## config.mk

```make
export PLATFORM = sky130hd
export DESIGN_NAME = adc_sum_rr_sched
export DESIGN_NICKNAME = d
export VERILOG_FILES = /design/src/rtl/adc_sum_rr_sched.sv
export SDC_FILE = /design/constraint.sdc
export NUM_CORES = 1
export LEC_CHECK = 0
export CORE_ASPECT_RATIO = 0.7
export CORE_MARGIN = 4
export CORE_UTILIZATION = 40
export CTS_CLUSTER_SIZE = 40
export DETAILED_ROUTE_END_ITERATION = 12
export PLACE_DENSITY = 0.7
export RECOVER_POWER = 100
export SKIP_CTS_REPAIR_TIMING = 1
export SYNTH_ARGS = -nofsm -noshare
export SYNTH_HDL_FRONTEND = slang
export SYNTH_SLANG_ARGS = --single-unit
```

## constraint.sdc

```tcl
create_clock -name user_clk -period 1.8 [get_ports user_clk]
set_input_delay 0.54 -clock user_clk [delete_from_list [all_inputs] [get_ports user_clk]]
set_output_delay 0.54 -clock user_clk [all_outputs]
set_load 0.01 [all_outputs]
```

## src/rtl/adc_sum_rr_sched.sv

```systemverilog
// rtl/adc_sum_rr_sched.sv - round-robin presenter of ADC power sums onto one snapshot register word
// Optional: define ADC_SUM_OVR_CNT_EN to add the saturating ovr_count output.
module adc_sum_rr_sched #(
  parameter int N_CH    = 4,
  parameter int DATA_W  = 28,
  parameter int DWELL_W = 16
) (
  input  logic                     user_clk,
  input  logic                     user_rst_n,
  input  logic                     enable,
  input  logic [DWELL_W-1:0]       dwell,
  input  logic [N_CH-1:0]          sum_valid,
  input  logic [N_CH*DATA_W-1:0]   sum_data,
  output logic [31:0]              user_data_out,
  output logic                     upd_stb,
  output logic [3:0]               grant_ch,
  output logic [N_CH-1:0]          pending,
  output logic [N_CH-1:0]          overrun,
  input  logic                     overrun_clr
`ifdef ADC_SUM_OVR_CNT_EN
  ,
  output logic [15:0]              ovr_count
`endif
);

  typedef enum logic [1:0] {IDLE, LOAD, HOLD} state_t;

  state_t              state;
  logic [3:0]          ptr;
  logic [DWELL_W-1:0]  cnt;
  logic [DATA_W-1:0]   sum_buf [N_CH];

  logic [3:0]          sel, hi_sel, lo_sel;
  logic [DATA_W-1:0]   sel_data, hi_data, lo_data;
  logic                hi_found;
  logic                load;
  logic [N_CH-1:0]     ovr_evt;

  // Descending scan so the lowest pending index wins, first among those at/after ptr.
  always_comb begin
    hi_found = 1'b0;
    hi_sel   = '0;
    lo_sel   = '0;
    hi_data  = '0;
    lo_data  = '0;
    for (int j = N_CH - 1; j >= 0; j--) begin
      if (pending[j]) begin
        lo_sel  = 4'(j);
        lo_data = sum_buf[j];
        if (4'(j) >= ptr) begin
          hi_found = 1'b1;
          hi_sel   = 4'(j);
          hi_data  = sum_buf[j];
        end
      end
    end
    sel      = hi_found ? hi_sel  : lo_sel;
    sel_data = hi_found ? hi_data : lo_data;
  end

  assign load = (state == LOAD);

  always_comb begin
    ovr_evt = '0;
    for (int i = 0; i < N_CH; i++) begin
      ovr_evt[i] = sum_valid[i] & pending[i] & ~(load && (sel == 4'(i)));
    end
  end

  // Capture runs regardless of FSM state; a strobe on the channel being loaded keeps it pending.
  always_ff @(posedge user_clk or negedge user_rst_n) begin
    if (!user_rst_n) begin
      pending <= '0;
      overrun <= '0;
      for (int i = 0; i < N_CH; i++) sum_buf[i] <= '0;
    end else begin
      for (int i = 0; i < N_CH; i++) begin
        if (sum_valid[i]) begin
          sum_buf[i] <= sum_data[i*DATA_W +: DATA_W];
          pending[i] <= 1'b1;
        end else if (load && (sel == 4'(i))) begin
          pending[i] <= 1'b0;
        end
        if (ovr_evt[i])       overrun[i] <= 1'b1;
        else if (overrun_clr) overrun[i] <= 1'b0;
      end
    end
  end

  always_ff @(posedge user_clk or negedge user_rst_n) begin
    if (!user_rst_n) begin
      state         <= IDLE;
      ptr           <= '0;
      cnt           <= '0;
      user_data_out <= '0;
      upd_stb       <= 1'b0;
      grant_ch      <= '0;
    end else begin
      upd_stb <= 1'b0;
      case (state)
        IDLE: begin
          if (enable && (|pending)) state <= LOAD;
        end
        LOAD: begin
          user_data_out <= {sel, sel_data};
          grant_ch      <= sel;
          upd_stb       <= 1'b1;
          cnt           <= dwell;
          ptr           <= (sel == 4'(N_CH - 1)) ? 4'd0 : sel + 4'd1;
          state         <= HOLD;
        end
        HOLD: begin
          if (cnt != '0)                   cnt   <= cnt - 1'b1;
          else if (enable && (|pending))   state <= LOAD;
          else                             state <= IDLE;
        end
        default: state <= IDLE;
      endcase
    end
  end

`ifdef ADC_SUM_OVR_CNT_EN
  logic [4:0]  ovr_pop;
  logic [16:0] ovr_sum;

  always_comb begin
    ovr_pop = '0;
    for (int i = 0; i < N_CH; i++) ovr_pop = ovr_pop + 5'(ovr_evt[i]);
    ovr_sum = {1'b0, ovr_count} + 17'(ovr_pop);
  end

  // Events landing in the clear cycle are still counted.
  always_ff @(posedge user_clk or negedge user_rst_n) begin
    if (!user_rst_n)      ovr_count <= '0;
    else if (overrun_clr) ovr_count <= 16'(ovr_pop);
    else if (ovr_sum[16]) ovr_count <= 16'hFFFF;
    else                  ovr_count <= ovr_sum[15:0];
  end
`endif

endmodule

```

# Word-level counts from Yosys, hierarchy flattened

Index checks and enable logic that the tools add are counted.
Widths: inputs -> output; s select.

Output and inout bits: 45
Bits in registers: 179

$add $sub $neg: 2
Equal/unequal tests: 8
Multiplexer cells: 55
Bitwise logic cells: 12
$lt $le $gt $ge: 4
Reduce and logical (&&, ||, !) cells: 20

Operators by type and width:

| operator              | count |
|---|---|
| $mux 28               | 13 |
| $mux 4                | 11 |
| $pmux 16 s2           | 1 |
| $mux 1                | 23 |
| $reduce_bool 2->1     | 9 |
| $mux 16               | 1 |
| $reduce_bool 16->1    | 1 |
| $sub 16x1->16 const B | 1 |
| $mux 2                | 5 |
| $and 1x1->1           | 8 |
| $eq 4x2->1 const B    | 2 |
| $ge 1x4->1 const A    | 2 |
| $ge 2x4->1 const A    | 2 |
| $ne 2x2->1 const B    | 3 |
| $pmux 2 s3            | 1 |
| $logic_and 1x1->1     | 5 |
| $add 4x1->4 const B   | 1 |
| $eq 4x1->1 const B    | 1 |
| $logic_not 4->1       | 1 |
| $not 1->1             | 4 |
| $reduce_and 2->1      | 2 |
| $reduce_or 4->1       | 1 |
| $eq 2x1->1 const B    | 1 |
| $eq 2x2->1 const B    | 1 |
| $logic_not 2->1       | 1 |

# Depth between registers and ports, before layout

Depth after elaboration: 15
Depth in mapped cells: 9
Mapped depth without buffers: 8

# Least setup slack after synthesis

OpenSTA, ideal clock, no wires.

Path kind: register to register
Start: register pending[2]
End: register overrun[3]
Arrival: 1.906 ns
Cell stages (with the launch flop): 9
Setup slack: -0.227 ns
Required time: 1.678 ns
Cells stage by stage: dfrtp_1 clkbuf_1 buf_2 buf_1 o22ai_1 inv_1 ha_1 nand2_1 a32o_1

Cells in the longest elaborated chain, start to end: 11
Elaborated cells between the ends (all ways): 20
Classes of those cells: eq/ne: 1; mux: 15; bitwise: 2; reduce/logical: 2

RTL lines:

| element                                            | RTL line | RTL |
|---|---|---|
| start, declared                                    | 17       | `output logic [N_CH-1:0] pending,` |
| start signal, assigned                             | 73       | `pending <= '0;` |
| start signal, assigned by index                    | 80       | `pending[i] <= 1'b1;` |
| start signal, assigned by index                    | 82       | `pending[i] <= 1'b0;` |
| $mux 4 / $mux 1 (equally long branches)            | 47       | `if (pending[j]) begin` |
| $mux 4 / $mux 1 (equally long branches)            | 50       | `if (4'(j) >= ptr) begin` |
| $mux 4 / $mux 1 (equally long branches)            | 47       |  |
| $mux 4 / $mux 1 (equally long branches)            | 50       |  |
| $mux 4 / $mux 1 (equally long branches)            | 47       |  |
| $mux 4 *                                           | 57       | `sel = hi_found ? hi_sel : lo_sel;` |
| net sel[1]                                         | 33       | `logic [3:0] sel, hi_sel, lo_sel;` |
| $eq 4x2->1 *                                       | 66       | `ovr_evt[i] = sum_valid[i] & pending[i] & ~(load && (sel == 4'(i)));` |
| $logic_and 1x1->1 *                                | 66       |  |
| $not 1->1 *                                        | 66       |  |
| $and 1x1->1 *                                      | 66       |  |
| $mux 1 / $reduce_bool 2->1 (equally long branches) | -        |  |
| end signal, assigned                               | 74       | `overrun <= '0;` |
| end signal, assigned by index                      | 84       | `if (ovr_evt[i]) overrun[i] <= 1'b1;` |
| end signal, assigned by index                      | 85       | `else if (overrun_clr) overrun[i] <= 1'b0;` |
| end, declared                                      | 18       | `output logic [N_CH-1:0] overrun,` |

Mark *: on every way through the listed nets, which the timed path passes. The rest lies on a longest branch.
A chain may end at the register's enable or synchronous reset.

# Final worst setup path

Start: register cnt[0]
End: register cnt[15]

Cells in the longest elaborated chain, start to end: 3
Elaborated cells between the ends (all ways): 6
Classes of those cells: add/sub: 1; eq/ne: 1; mux: 2; reduce/logical: 2

RTL lines:

| element                                                    | RTL line | RTL |
|---|---|---|
| start, declared                                            | 30       | `logic [DWELL_W-1:0] cnt;` |
| start signal, assigned                                     | 108      | `cnt <= dwell;` |
| start signal, assigned                                     | 113      | `if (cnt != '0) cnt <= cnt - 1'b1;` |
| $sub 16x1->16 / $reduce_bool 16->1 (equally long branches) | 113      |  |
| $mux 16 / $ne 2x2->1 (equally long branches)               | -        |  |
| $pmux 16 s2 / $reduce_and 2->1 (equally long branches)     | -        |  |

Several ways; a longest one is shown, not always the timed one. The select of a mux whose other input is x is not followed.

==> impl_metrics.prom <==
# TYPE chip_impl_metric gauge
chip_impl_metric{name="drt.antenna.violating_nets",unit=""} 0
chip_impl_metric{name="detailed_place.area",unit="um2"} 11450
chip_impl_metric{name="fmaxAchievable",unit="MHz"} 519.5
chip_impl_metric{name="wire_per_inst",unit="um"} 20.90
chip_impl_info{name="clockRootBuffer",value="sky130_fd_sc_hd__clkbuf_16"} 1
chip_impl_metric{name="groute.usage.overall",unit="%"} 23.18
chip_impl_metric{name="portion_of_the_post_synthesis_area_used_by_sequential_elements",unit="%"} 48.86
chip_impl_metric{name="die_x_extent",unit="um"} 184.9
chip_impl_metric{name="final_setup_violation_count",unit=""} 23
chip_impl_metric{name="crit_arrival",unit="ns"} 2.23
chip_impl_metric{name="nNetsFinal",unit=""} 1282
chip_impl_metric{name="final_hpwl_dp",unit="um"} 20320
chip_impl_metric{name="dr.pass1.iters",unit=""} 7
chip_impl_metric{name="finalInstanceArea",unit="um2"} 12630
chip_impl_info{name="hold-path-endpoint",value="user_data_out[16]"} 1
chip_impl_metric{name="layout_cell_share_with_drive_strength_beyond_1",unit="%"} 29.40
chip_impl_metric{name="finalPower",unit="mW"} 17.43
chip_impl_metric{name="chip_height",unit="um"} 131.8
chip_impl_metric{name="finalClockSkew",unit="ns"} 0.01010
chip_impl_metric{name="antenna_found_initial",unit=""} 0
chip_impl_info{name="ys_top_cells_by_area",value="sky130_fd_sc_hd__dfrtp_1 49%, sky130_fd_sc_hd__mux2_2 13%, sky130_fd_sc_hd__nand2_1 6.0%"} 1
chip_impl_info{name="run_status",value="finished, violations left"} 1
chip_impl_metric{name="final_max_slew_viol_count",unit=""} 0
chip_impl_metric{name="dr_total_vias",unit=""} 8148
chip_impl_metric{name="initial_core_util",unit="%"} 41.42
chip_impl_metric{name="power-per-cell-area",unit="nW/um2"} 1380
chip_impl_metric{name="post_synth_inst_count",unit=""} 889
chip_impl_metric{name="synth-seq-cells",unit=""} 171
chip_impl_metric{name="drt-initial-drc-count",unit=""} 883
chip_impl_metric{name="ys_async_sr_fraction",unit="%"} 100.0
chip_impl_metric{name="ir_drop",unit="uV"} 853.9
chip_impl_metric{name="vias_in_the_first_global_route",unit=""} 7620
chip_impl_info{name="hold_path_startpoint",value="user_data_out[16]"} 1
chip_impl_info{name="timing.critical_path.from_type",value="flop"} 1
chip_impl_metric{name="relSlewSlack",unit="%"} 31.53
chip_impl_metric{name="netlist_area",unit="um2"} 8757
chip_impl_metric{name="die_area",unit="um2"} 24360
chip_impl_metric{name="static_leak",unit="nW"} 5.491
chip_impl_info{name="timing.critical_path.cells",value="or4_4, nor3_2, or4b_4, mux2i_1, mux2i_1"} 1
chip_impl_info{name="crit_start",value="cnt[0]"} 1
chip_impl_metric{name="global_route.overflow_total",unit=""} 0
chip_impl_metric{name="vias_per_cell",unit=""} 5.702
chip_impl_metric{name="cts_buffer_depth",unit=""} 2
chip_impl_metric{name="worst_r2r_path_depth",unit=""} 5
chip_impl_metric{name="grt_max_degree",unit=""} 64
chip_impl_metric{name="clock_insertion_delay_worst_skew",unit="ns"} 0.43
chip_impl_info{name="ws_path_type",value="flop to flop"} 1
chip_impl_info{name="cpMostUsedCell",value="sky130_fd_sc_hd__mux2i_1"} 1
chip_impl_metric{name="synth_enable_flop_cells",unit=""} 0
chip_impl_metric{name="totalWireLength",unit="um"} 29860
chip_impl_metric{name="whs_path_depth",unit=""} 2
chip_impl_metric{name="cp_max_fo",unit=""} 4
chip_impl_metric{name="drcViolationCount",unit=""} 0
chip_impl_metric{name="reg2reg_slack",unit="ns"} -0.13
chip_impl_info{name="worstSetupEndpointType",value="flop"} 1
chip_impl_metric{name="hold_ws",unit="ns"} 0.4872
chip_impl_info{name="synthFlopType",value="sky130_fd_sc_hd__dfrtp_1"} 1
chip_impl_metric{name="clkSlewWorstSetupHoldPaths",unit="ns"} 0.07
chip_impl_metric{name="timing.critical_path.required",unit="ns"} 2.11
chip_impl_metric{name="num-fill-cells",unit=""} 1735
chip_impl_metric{name="final.period_utilization",unit="%"} 106.9
chip_impl_metric{name="tritoncts_sink_count",unit=""} 171
chip_impl_info{name="crit_path_top_delay_cell",value="sky130_fd_sc_hd__or4_4"} 1
chip_impl_metric{name="timing.final.crit_period",unit="ns"} 1.925
chip_impl_info{name="worst_r2r_endpoint",value="cnt[15]"} 1
chip_impl_info{name="cts_tree",value="yes"} 1
chip_impl_metric{name="yosys_warnings",unit=""} 0
chip_impl_metric{name="cts_buffers",unit=""} 17
chip_impl_metric{name="setup_slack",unit="ns"} -0.1250
chip_impl_metric{name="floorplan.rows",unit=""} 44
chip_impl_metric{name="cap_viol_max_count",unit=""} 0
chip_impl_info{name="crit-reg2reg-launch",value="cnt[0]"} 1
chip_impl_metric{name="io_pins",unit=""} 181
chip_impl_metric{name="layout_overhead_on_the_synthesized_area",unit="%"} 44.25
chip_impl_metric{name="hold_violation_count_in_the_final_report",unit=""} 0
chip_impl_metric{name="netlist.area_leader.share",unit="%"} 48.86
chip_impl_info{name="synth.largest_area_cell",value="sky130_fd_sc_hd__dfrtp_1"} 1
chip_impl_metric{name="worst_margin_slew",unit="ns"} 1.027
chip_impl_info{name="violations",value="negative setup slack"} 1
chip_impl_metric{name="h-tree-depth",unit=""} 4
chip_impl_metric{name="max_stage_delay",unit="ns"} 0.56
chip_impl_metric{name="first_pass_grt_wire_length",unit="um"} 44350
chip_impl_metric{name="avgSynthCellArea",unit="um2"} 9.851
chip_impl_metric{name="ys_types",unit=""} 59
chip_impl_metric{name="n_antenna_cell",unit=""} 0
chip_impl_info{name="hp-class",value="flop to flop"} 1
chip_impl_metric{name="total_core_area",unit="um2"} 21140
chip_impl_metric{name="place_congestion",unit=""} 0.9110
chip_impl_metric{name="placement.io_buffers",unit=""} 176
chip_impl_info{name="rsz_0062_raised_after_global_routing",value="true"} 1
-- placed cells by master (no fill, tap or decap), drive strengths merged, types with 3 or more instances in the layout --
master / netlist / layout
dfrtp: 171 / 171
a31oi: 38 / 38
mux2: 100 / 100
o21ai: 38 / 38
o31ai: 3 / 3
clkdlybuf4s50: 0 / 116
nand2b: 3 / 3
or3b: 2 / 3
a21oi: 30 / 30
a21o: 6 / 6
nand3: 30 / 30
nand2: 139 / 139
buf: 26 / 123
conb: 1 / 4
dlygate4sd3: 0 / 15
clkbuf: 51 / 47
nor2: 56 / 56
clkdlybuf4s25: 0 / 4
ha: 5 / 5
nor3: 18 / 18
a32o: 4 / 4
o32ai: 13 / 13
o211ai: 39 / 39
a211oi: 7 / 7
o311ai: 4 / 4
o22ai: 14 / 14
nand3b: 11 / 11
a311o: 11 / 11
nor4: 4 / 4
o221ai: 3 / 3
inv: 26 / 31
mux2i: 6 / 6
a31o: 3 / 3
dlymetal6s4s: 0 / 21
-- synth_stat cells (all sizes together), types with 3 or more instances --
| cell | number |
|---|---|
| a211oi | 7 |
| a21o | 6 |
| a21oi | 30 |
| a311o | 11 |
| a31o | 3 |
| a31oi | 38 |
| a32o | 4 |
| buf | 26 |
| clkbuf | 51 |
| dfrtp | 171 |
| ha | 5 |
| inv | 26 |
| mux2 | 100 |
| mux2i | 6 |
| nand2 | 139 |
| nand2b | 3 |
| nand3 | 30 |
| nand3b | 11 |
| nor2 | 56 |
| nor3 | 18 |
| nor4 | 4 |
| o211ai | 39 |
| o21ai | 38 |
| o221ai | 3 |
| o22ai | 14 |
| o311ai | 4 |
| o31ai | 3 |
| o32ai | 13 |
-- per-stage QoR --
stage	worst slack (ns)	utilization, %	cells	TNS [ns]
finish	-0.1250	59.75	1429	-1.170
global route	-0.2099	59.75	1429	-8.735
CTS	-0.3879	56.88	1388	-8.129
detailed placement	-0.1746	54.14	1357	-1.564
global placement	-0.1672	54.14	1357	-1.170
floorplan	-0.06669	-	892	-0.1062
-- registers in the layout (all words and copies together), names as in the netlist --
name and count:
cnt 16, overrun 4, pending 4, ptr 2
state 2, sum_buf 112, upd_stb 1, user_data_out 30
-- worst max-delay path, delay by kind of cell (launching register included) --
family	cells	cell delay (ns)
multiplexers	2	0.23
AND/OR/NAND/NOR	3	1.17
flip-flops	1	0.41
-- power breakdown --
group | internal [mW] | switching [mW] | total (mW)
clock network | 2.05 | 1.64 | 3.68
logic | 4.05 | 4.27 | 8.32
registers | 4.69 | 0.729 | 5.42
total | 10.8 | 6.64 | 17.4
-- layer usage --
metal	global-route usage (%)	routed length [um]	vias up	part of all wire, %
met5	0	0	-	0
met4	4.931	614	0	2.1
met3	6.757	2971	52	9.9
met2	31.86	12560	421	42
met1	36.08	13720	3959	46
li1	-	-	3716	-
-- kinds of logic after synthesis --
group / share of synthesized area (%)
AO/OA/AOI/OAI: 17.42
XOR/XNOR: 0.4001
adder cells (fa/ha/maj): 0.8287
buffers and inverters: 4.801
flip-flops: 48.86
multiplexers: 13.54
other: 0.04282
AND/OR/NAND/NOR: 14.10
-- layout make-up --
class                           instances  area (um2)  area share [%]
Inverter                               26       107.6          0.8518
Multi-Input combinational cell        619        4410           34.91
Clock buffer                           22       474.2           3.754
Timing Repair Buffer                  306        2908           23.02
Sequential cell                       171        4283           33.90
Clock inverter                          9       103.9          0.8221
Tap cell                              276       345.3           2.734
-- worst max path at each step --
stage                 end  slack (ns)
5_1_grt           cnt[15]       -0.21
3_3_place_gp      cnt[11]       -0.17
6_report          cnt[15]       -0.13
2_1_floorplan     cnt[15]       -0.07
4_1_cts        pending[0]       -0.39
3_5_place_dp      cnt[13]       -0.17
No activity file was read; power rests on OpenSTA's default activity.
